**src/rtl/tinysnn_pkg.sv**
```systemverilog
// Shared types and constants for the tinysnn receive-side spike decoder.
package tinysnn_pkg;

    typedef enum logic [1:0] {
        IDLE  = 2'd0,
        ARMED = 2'd1,
        TRACK = 2'd2
    } dec_state_t;

    localparam int unsigned SPIKE_CNT_W   = 8;
    localparam int unsigned SPIKE_CNT_MAX = 255;
    localparam int unsigned WIN_CNT_W     = 16;

endpackage

```
**src/rtl/sat_counter.sv**
```systemverilog
// Saturating up-counter with clear, load-one and increment (priority in that order).
module sat_counter #(
    parameter int unsigned WIDTH = 8
) (
    input  logic             clk,
    input  logic             rst_n,
    input  logic             clr_i,
    input  logic             load1_i,
    input  logic             inc_i,
    output logic [WIDTH-1:0] cnt_o
);

    logic [WIDTH-1:0] cnt_q;
    logic [WIDTH-1:0] cnt_d;

    always_comb begin
        cnt_d = cnt_q;
        if (clr_i) begin
            cnt_d = '0;
        end else if (load1_i) begin
            cnt_d = WIDTH'(1);
        end else if (inc_i && (cnt_q != {WIDTH{1'b1}})) begin
            cnt_d = cnt_q + WIDTH'(1);
        end
    end

    always_ff @(posedge clk or negedge rst_n) begin
        if (!rst_n) begin
            cnt_q <= '0;
        end else begin
            cnt_q <= cnt_d;
        end
    end

    assign cnt_o = cnt_q;

endmodule

```
**src/rtl/spike_rate_decoder.sv**
```systemverilog
// Recovers a rate value from a spike train by counting rising edges per window,
// and measures the inter-spike interval between consecutive events.
module spike_rate_decoder
    import tinysnn_pkg::*;
#(
    parameter int unsigned WINDOW_CYCLES = 256,
    parameter int unsigned ISI_W         = 8
) (
    input  logic             clk,
    input  logic             rst_n,
    input  logic             ena,
    input  logic             spike_in,
    input  logic             clear,
    output logic [7:0]       rate,
    output logic             rate_sat,
    output logic             rate_valid,
    output logic [ISI_W-1:0] isi,
    output logic             isi_valid
);

    localparam logic [WIN_CNT_W-1:0]   WIN_LAST = WIN_CNT_W'(WINDOW_CYCLES - 1);
    localparam logic [SPIKE_CNT_W-1:0] SPK_MAX  = SPIKE_CNT_W'(SPIKE_CNT_MAX);

    dec_state_t             state_q;
    logic                   spike_q;
    logic [WIN_CNT_W-1:0]   win_q;
    logic [SPIKE_CNT_W-1:0] spk_cnt;
    logic [ISI_W-1:0]       isi_cnt;

    logic                   run_c;
    logic                   event_c;
    logic                   win_end_c;
    logic [SPIKE_CNT_W-1:0] spk_final_c;
    logic                   spk_clr_c;
    logic                   isi_clr_c;
    logic                   isi_inc_c;

    // Decode qualifiers: run_c is high only in an active state with no clear pending.
    always_comb begin
        run_c       = 1'b0;
        event_c     = 1'b0;
        win_end_c   = 1'b0;
        spk_final_c = spk_cnt;
        spk_clr_c   = 1'b1;
        isi_clr_c   = 1'b1;
        isi_inc_c   = 1'b0;

        run_c     = ena && (state_q != IDLE) && !clear;
        event_c   = run_c && spike_in && !spike_q;
        win_end_c = run_c && (win_q == WIN_LAST);

        // Count seen by the window end includes an event in the same cycle.
        if (event_c && (spk_cnt != SPK_MAX)) begin
            spk_final_c = spk_cnt + SPIKE_CNT_W'(1);
        end

        spk_clr_c = !run_c || win_end_c;
        isi_clr_c = !run_c;
        isi_inc_c = run_c && (state_q == TRACK);
    end

    sat_counter #(
        .WIDTH (SPIKE_CNT_W)
    ) u_spike_cnt (
        .clk     (clk),
        .rst_n   (rst_n),
        .clr_i   (spk_clr_c),
        .load1_i (1'b0),
        .inc_i   (event_c),
        .cnt_o   (spk_cnt)
    );

    sat_counter #(
        .WIDTH (ISI_W)
    ) u_isi_cnt (
        .clk     (clk),
        .rst_n   (rst_n),
        .clr_i   (isi_clr_c),
        .load1_i (event_c),
        .inc_i   (isi_inc_c),
        .cnt_o   (isi_cnt)
    );

    // State, edge-detect register, window counter and registered outputs.
    always_ff @(posedge clk or negedge rst_n) begin
        if (!rst_n) begin
            state_q    <= IDLE;
            spike_q    <= 1'b0;
            win_q      <= '0;
            rate       <= '0;
            rate_sat   <= 1'b0;
            rate_valid <= 1'b0;
            isi        <= '0;
            isi_valid  <= 1'b0;
        end else begin
            rate_valid <= 1'b0;
            isi_valid  <= 1'b0;
            if (!ena) begin
                state_q <= IDLE;
                spike_q <= 1'b0;
                win_q   <= '0;
            end else begin
                spike_q <= spike_in;
                if ((state_q == IDLE) || clear) begin
                    state_q <= ARMED;
                    win_q   <= '0;
                end else begin
                    win_q <= win_end_c ? '0 : (win_q + WIN_CNT_W'(1));
                    if (win_end_c) begin
                        rate       <= spk_final_c;
                        rate_sat   <= (spk_final_c == SPK_MAX);
                        rate_valid <= 1'b1;
                    end
                    if (event_c) begin
                        state_q <= TRACK;
                        if (state_q == TRACK) begin
                            isi       <= isi_cnt;
                            isi_valid <= 1'b1;
                        end
                    end
                end
            end
        end
    end

endmodule

```
**config.mk**
```make
export PLATFORM = sky130hd
export DESIGN_NAME = spike_rate_decoder
export DESIGN_NICKNAME = d
export VERILOG_FILES = /design/src/rtl/tinysnn_pkg.sv /design/src/rtl/sat_counter.sv /design/src/rtl/spike_rate_decoder.sv
export SDC_FILE = /design/constraint.sdc
export NUM_CORES = 1
export LEC_CHECK = 0
export ABC_AREA = 1
export BUFFER_PORTS_ARGS = -buffer_cell sky130_fd_sc_hd__buf_2
export CAP_MARGIN = 20
export CORE_ASPECT_RATIO = 0.6
export CORE_MARGIN = 2
export CORE_UTILIZATION = 59
export DETAILED_ROUTE_END_ITERATION = 7
export HOLD_SLACK_MARGIN = 0.06
export PLACE_DENSITY = 0.79
export SYNTH_ARGS = -nofsm -noshare
export SYNTH_HDL_FRONTEND = slang
export SYNTH_SLANG_ARGS = --single-unit
```
**constraint.sdc**
```tcl
create_clock -name clk -period 2.1 [get_ports clk]
set_clock_uncertainty 0.05 [all_clocks]
set_input_delay 0.315 -clock clk [delete_from_list [all_inputs] [get_ports clk]]
set_output_delay 0.315 -clock clk [all_outputs]
set_load 0.05 [all_outputs]
```
==> run summary <==
The tightest min-delay check is of the in2reg type. In the global route stage, met2 resource usage came out at 33.5%. The number of fill cells in the layout was 359; the I/O pin total was 24. The overall die width was 91.6 um. The internal power of the cells totals 1.42 mW. Compared with the post-synthesis result, the final layout area differs by 11.5%.

After synthesis, the netlist uses 32 different library cells. The number of routed nets with antenna violations was 0; the via total after detailed routing was 2,223. The synthesized flop and latch total is 54, and the cell area after synthesis is 0.00272 mm2.

Measured against its own limit, the worst slew margin works out to 68.8%. Routability-driven placement finished with a final weighted congestion of 0.934. The number of diodes is 0.

After clock tree synthesis, the clock-pin slew on the worst setup and hold paths is 0.09 ns. The logs give 0 for the count of final setup violators and 417 for the cell count after placement. Global routing consumed, on the met1 layer, 36.6% of the routing resources. Summed over all cells, the static leakage comes to 1.44 nW. For this run, design rule violations remaining after detail routing come to 0. For this run, global-route usage on met3 was measured as 4.97%.

Based on the critical path, the design can be clocked at up to 0.531 GHz. Max-cap violations in this run came to 0. The total count of hold-check failures in the final report came out at 0.

After synthesis, the most frequently instantiated cells are 84 x sky130_fd_sc_hd__nand2_1, 54 x sky130_fd_sc_hd__dfrtp_1, 45 x sky130_fd_sc_hd__inv_1, 35 x sky130_fd_sc_hd__nor2_1, 23 x sky130_fd_sc_hd__o21ai_0. By area the synthesized netlist is led by sky130_fd_sc_hd__dfrtp_1 50%, sky130_fd_sc_hd__nand2_1 12%, sky130_fd_sc_hd__inv_1 6.2%, sky130_fd_sc_hd__nor2_1 4.8%, sky130_fd_sc_hd__o21ai_0 4.2%. In the post-synthesis netlist, the cell with the most instances is sky130_fd_sc_hd__nand2_1. Element type at the critical path start: a flop.

Most area-hungry cell type in the Yosys netlist: sky130_fd_sc_hd__dfrtp_1. Data on the critical path arrives at its endpoint at 2.02 ns. Area share of the largest cell type after synthesis: 49.8%. The design draws 1.82 mW. The mean instance size in the synthesized netlist is 8.15 um2. In this run the power spent charging and discharging nets is 0.402 mW. Setup repair after global routing left no endpoint under its margin. The cell row count was 19. The maximum ir drop on the vdd rail is 0.327 mV, and the routed wirelength normalized by instance count is 12.7 um. The critical path class was reg2reg. The initial antenna violation count is 0, and the power share of the sequential group is 57.7%. The logs give 5 for the total CTS buffers and 49.8% for the register area share after synthesis. The logs give 426 for the non-filler instance count after layout and 3.93 mm for the sum of net half-perimeters after detailed placement. When the netlist entered floorplanning its net count stood at 341. The post-detailed-route via-to-cell ratio was 5.22.

Summing all non-filler instances in the final layout gives an area of 0.00303 mm2. The share of the clock period used by the worst path came out at 89.7%. Power spread over the standard cell area amounts to 601 mW/mm2.

Once placement finished, the instance area stood at 0.00291 mm2. The tools report the pin count of the biggest net entering global routing as 36. STA classifies the critical path endpoint as a flop. The run gives 0 as the max-slew violation count.

Root buffer selected by CTS: sky130_fd_sc_hd__clkbuf_8. The effective utilization at floorplan came out at 60.4%. The run finished with clean final reports. In this run the worst path has a maximum fanout of 16. The via count of the first global-routing pass is 2,083.

The worst path required time was 2.24 ns; the area of the multi-input gates was 0.00116 mm2. The number of gates resized after CTS was 0. TritonCTS built the clock tree. No sink is reached through more buffers than the 2 on the longest clock path. In this run, the number of DRC markers left after iteration 0 of detailed routing was 119.

The final layout contains routed wiring with a total length of 5.39 mm. The post-CTS setup repair buffer count was 0. Adding up every negative setup slack in the final design gives 0 ns.

For the worst-skew pair, the clock arrives at the later sink with an insertion delay of 0.31 ns. The pre-antenna-repair detailed-routing pass consisted of 4 iterations. Of the total power, the share spent switching nets is 22.1%.

The level count of the clock H-tree came out at 2. After global routing, the most crowded layer is met1. The total overflow left after global routing is 0. The count of yosys warnings during synthesis is 0, and the part of the power in combinational logic is 4.6%. The routed design could run at a clock period as short as 1.88 ns.

For this run, the leading register cell type out of synthesis is sky130_fd_sc_hd__dfrtp_1. The chip height was 56.5 um; the number of standard cells after synthesis was 333. The clock network burns 37.6% of the power.

The number of flops mapped to enable cells by yosys was 0. For the pin with the worst max-slew slack, the measured transition is 0.468 ns. The async set or reset register ratio after synthesis works out to 100%.

Clock tree synthesis found a total of 54 sinks. The global-route total usage across every layer is 23.6%, and the layout cell share with drive strength beyond 1 is 15.2%. The floorplan step defined a core boundary enclosing 0.00449 mm2. The number of buffers inserted by port buffering was 23. The wire length of the first global-routing pass came out at 9.69 mm. Overall die area: 0.00518 mm2. In the final design database the tool counted 370 nets. In the final layout, flip-flops and latches occupy 0.00135 mm2.
## state kept, by name (all words and copies together) (netlist names)
signal	count
rate_valid	1
spike_q	1
isi	8
u_isi_cnt.cnt_o	8
state_q	2
isi_valid	1
rate_sat	1
u_spike_cnt.cnt_o	8
win_q	16
rate	8
## layer usage
| metal | part of all wire, % | vias to the layer above |
|---|---|---|
| met4 | 1.3 | 0 |
| met1 | 51 | 1043 |
| met5 | 0 | - |
| li1 | - | 1126 |
| met2 | 44 | 44 |
| met3 | 4.4 | 10 |
## power by group through the flow
stage | registers (mW) | clock network (mW) | logic [mW]
after floorplan | 1.07 | 0 | 0.0447
after global placement | 1.07 | 0 | 0.0827
after detailed placement | 1.07 | 0 | 0.0843
after CTS | 1.05 | 0.699 | 0.0861
after global routing | 1.05 | 0.749 | 0.0971
final | 1.05 | 0.685 | 0.0846
## worst paths after layout
kind / startpoint / end / slack [ns] / cells past startpoint
max in group asynchronous: rst_n / win_q[11]$_DFF_PN0_ / 1.03 / 3
min: spike_in / spike_q$_DFF_PN0_ / 0.17 / 3
min in group asynchronous: rst_n / rate_valid$_DFF_PN0_ / 0.45 / 2
min reg2reg: win_q[0]$_DFF_PN0_ / win_q[0]$_DFF_PN0_ / 0.42 / 1
max reg2reg: win_q[0]$_DFF_PN0_ / win_q[7]$_DFF_PN0_ / 0.22 / 8
max: win_q[0]$_DFF_PN0_ / win_q[7]$_DFF_PN0_ / 0.22 / 8
## cell families after synthesis
group	count (synthesis)	share of synthesized area [%]
flops	54	49.8
compound gates	45	8.89
fa+ha+maj	3	1.38
xor+xnor	3	0.968
buf+inv	51	7.56
simple gates	177	31.4
## stage by stage
stage,setup WS [ns],hold slack [ns],utilization (%)
detailed placement,0.243,0.244,64.7
finish,0.216,0.166,67.4
CTS,0.221,0.159,67.4
global route,0.0256,0.183,67.4
global placement,0.327,0.243,64.7
floorplan,0.569,-0.0306,-
## cell usage in the layout, fill, tap and decap left out
cell                            netlist  final
sky130_fd_sc_hd__nor2_2               3      3
sky130_fd_sc_hd__nor3_2               1      1
sky130_fd_sc_hd__o22ai_1              1      1
sky130_fd_sc_hd__nand3_1             20     20
sky130_fd_sc_hd__o21a_1               1      1
sky130_fd_sc_hd__clkbuf_8             0      5
sky130_fd_sc_hd__dlygate4sd3_1        0      1
sky130_fd_sc_hd__a31oi_1              1      1
sky130_fd_sc_hd__nor3_1               8      8
sky130_fd_sc_hd__nor2_8               1      1
sky130_fd_sc_hd__nand2_1             84     84
sky130_fd_sc_hd__a21oi_1             12     12
sky130_fd_sc_hd__ha_1                 3      3
sky130_fd_sc_hd__o21ai_1              6      6
sky130_fd_sc_hd__nand3_4              1      1
sky130_fd_sc_hd__bufinv_16            0      1
sky130_fd_sc_hd__nor2_1              35     35
sky130_fd_sc_hd__nor3b_2              1      1
sky130_fd_sc_hd__inv_1               45     45
sky130_fd_sc_hd__nor2_4               3      3
sky130_fd_sc_hd__nand2_2              4      4
sky130_fd_sc_hd__buf_4                1      1
sky130_fd_sc_hd__xnor2_1              1      1
sky130_fd_sc_hd__o21ai_0             23     23
sky130_fd_sc_hd__xor2_1               2      2
sky130_fd_sc_hd__buf_2                2     23
sky130_fd_sc_hd__clkinv_2             0      2
sky130_fd_sc_hd__buf_12               0      1
sky130_fd_sc_hd__o21ai_4              1      1
sky130_fd_sc_hd__nand2_4              2      2
sky130_fd_sc_hd__nor3_4               1      1
sky130_fd_sc_hd__nand3_2              2      2
sky130_fd_sc_hd__inv_2                2      2
sky130_fd_sc_hd__nand4_1             10     10
sky130_fd_sc_hd__dfrtp_1             54     54
sky130_fd_sc_hd__nor3b_1              1      1
## worst max-delay path: stages (launching register included)
cell and delay [ns]:
sky130_fd_sc_hd__dfrtp_1 0.38, sky130_fd_sc_hd__ha_1 0.22, sky130_fd_sc_hd__nand3_1 0.17, sky130_fd_sc_hd__nor3_4 0.26, sky130_fd_sc_hd__nand2_1 0.10, sky130_fd_sc_hd__nand2_2 0.30, sky130_fd_sc_hd__inv_2 0.13, sky130_fd_sc_hd__o21ai_0 0.10
sky130_fd_sc_hd__a21oi_1 0.06
## timing repair
item / CTS / global route
hold endpoints to repair: 19 / 0
setup endpoints to repair: 0 / 0
hold buffers: 1 / 0
## layout make-up
class / count / share of cell area, %
clock buffer: 5 / 2.27
clock inverter: 3 / 1.32
inverter: 47 / 5.83
multi-input combinational: 228 / 38.3
sequential: 54 / 44.6
tap: 63 / 2.60
timing repair buffer: 26 / 5.04
Note: power is estimated with default switching activity, not from simulation.
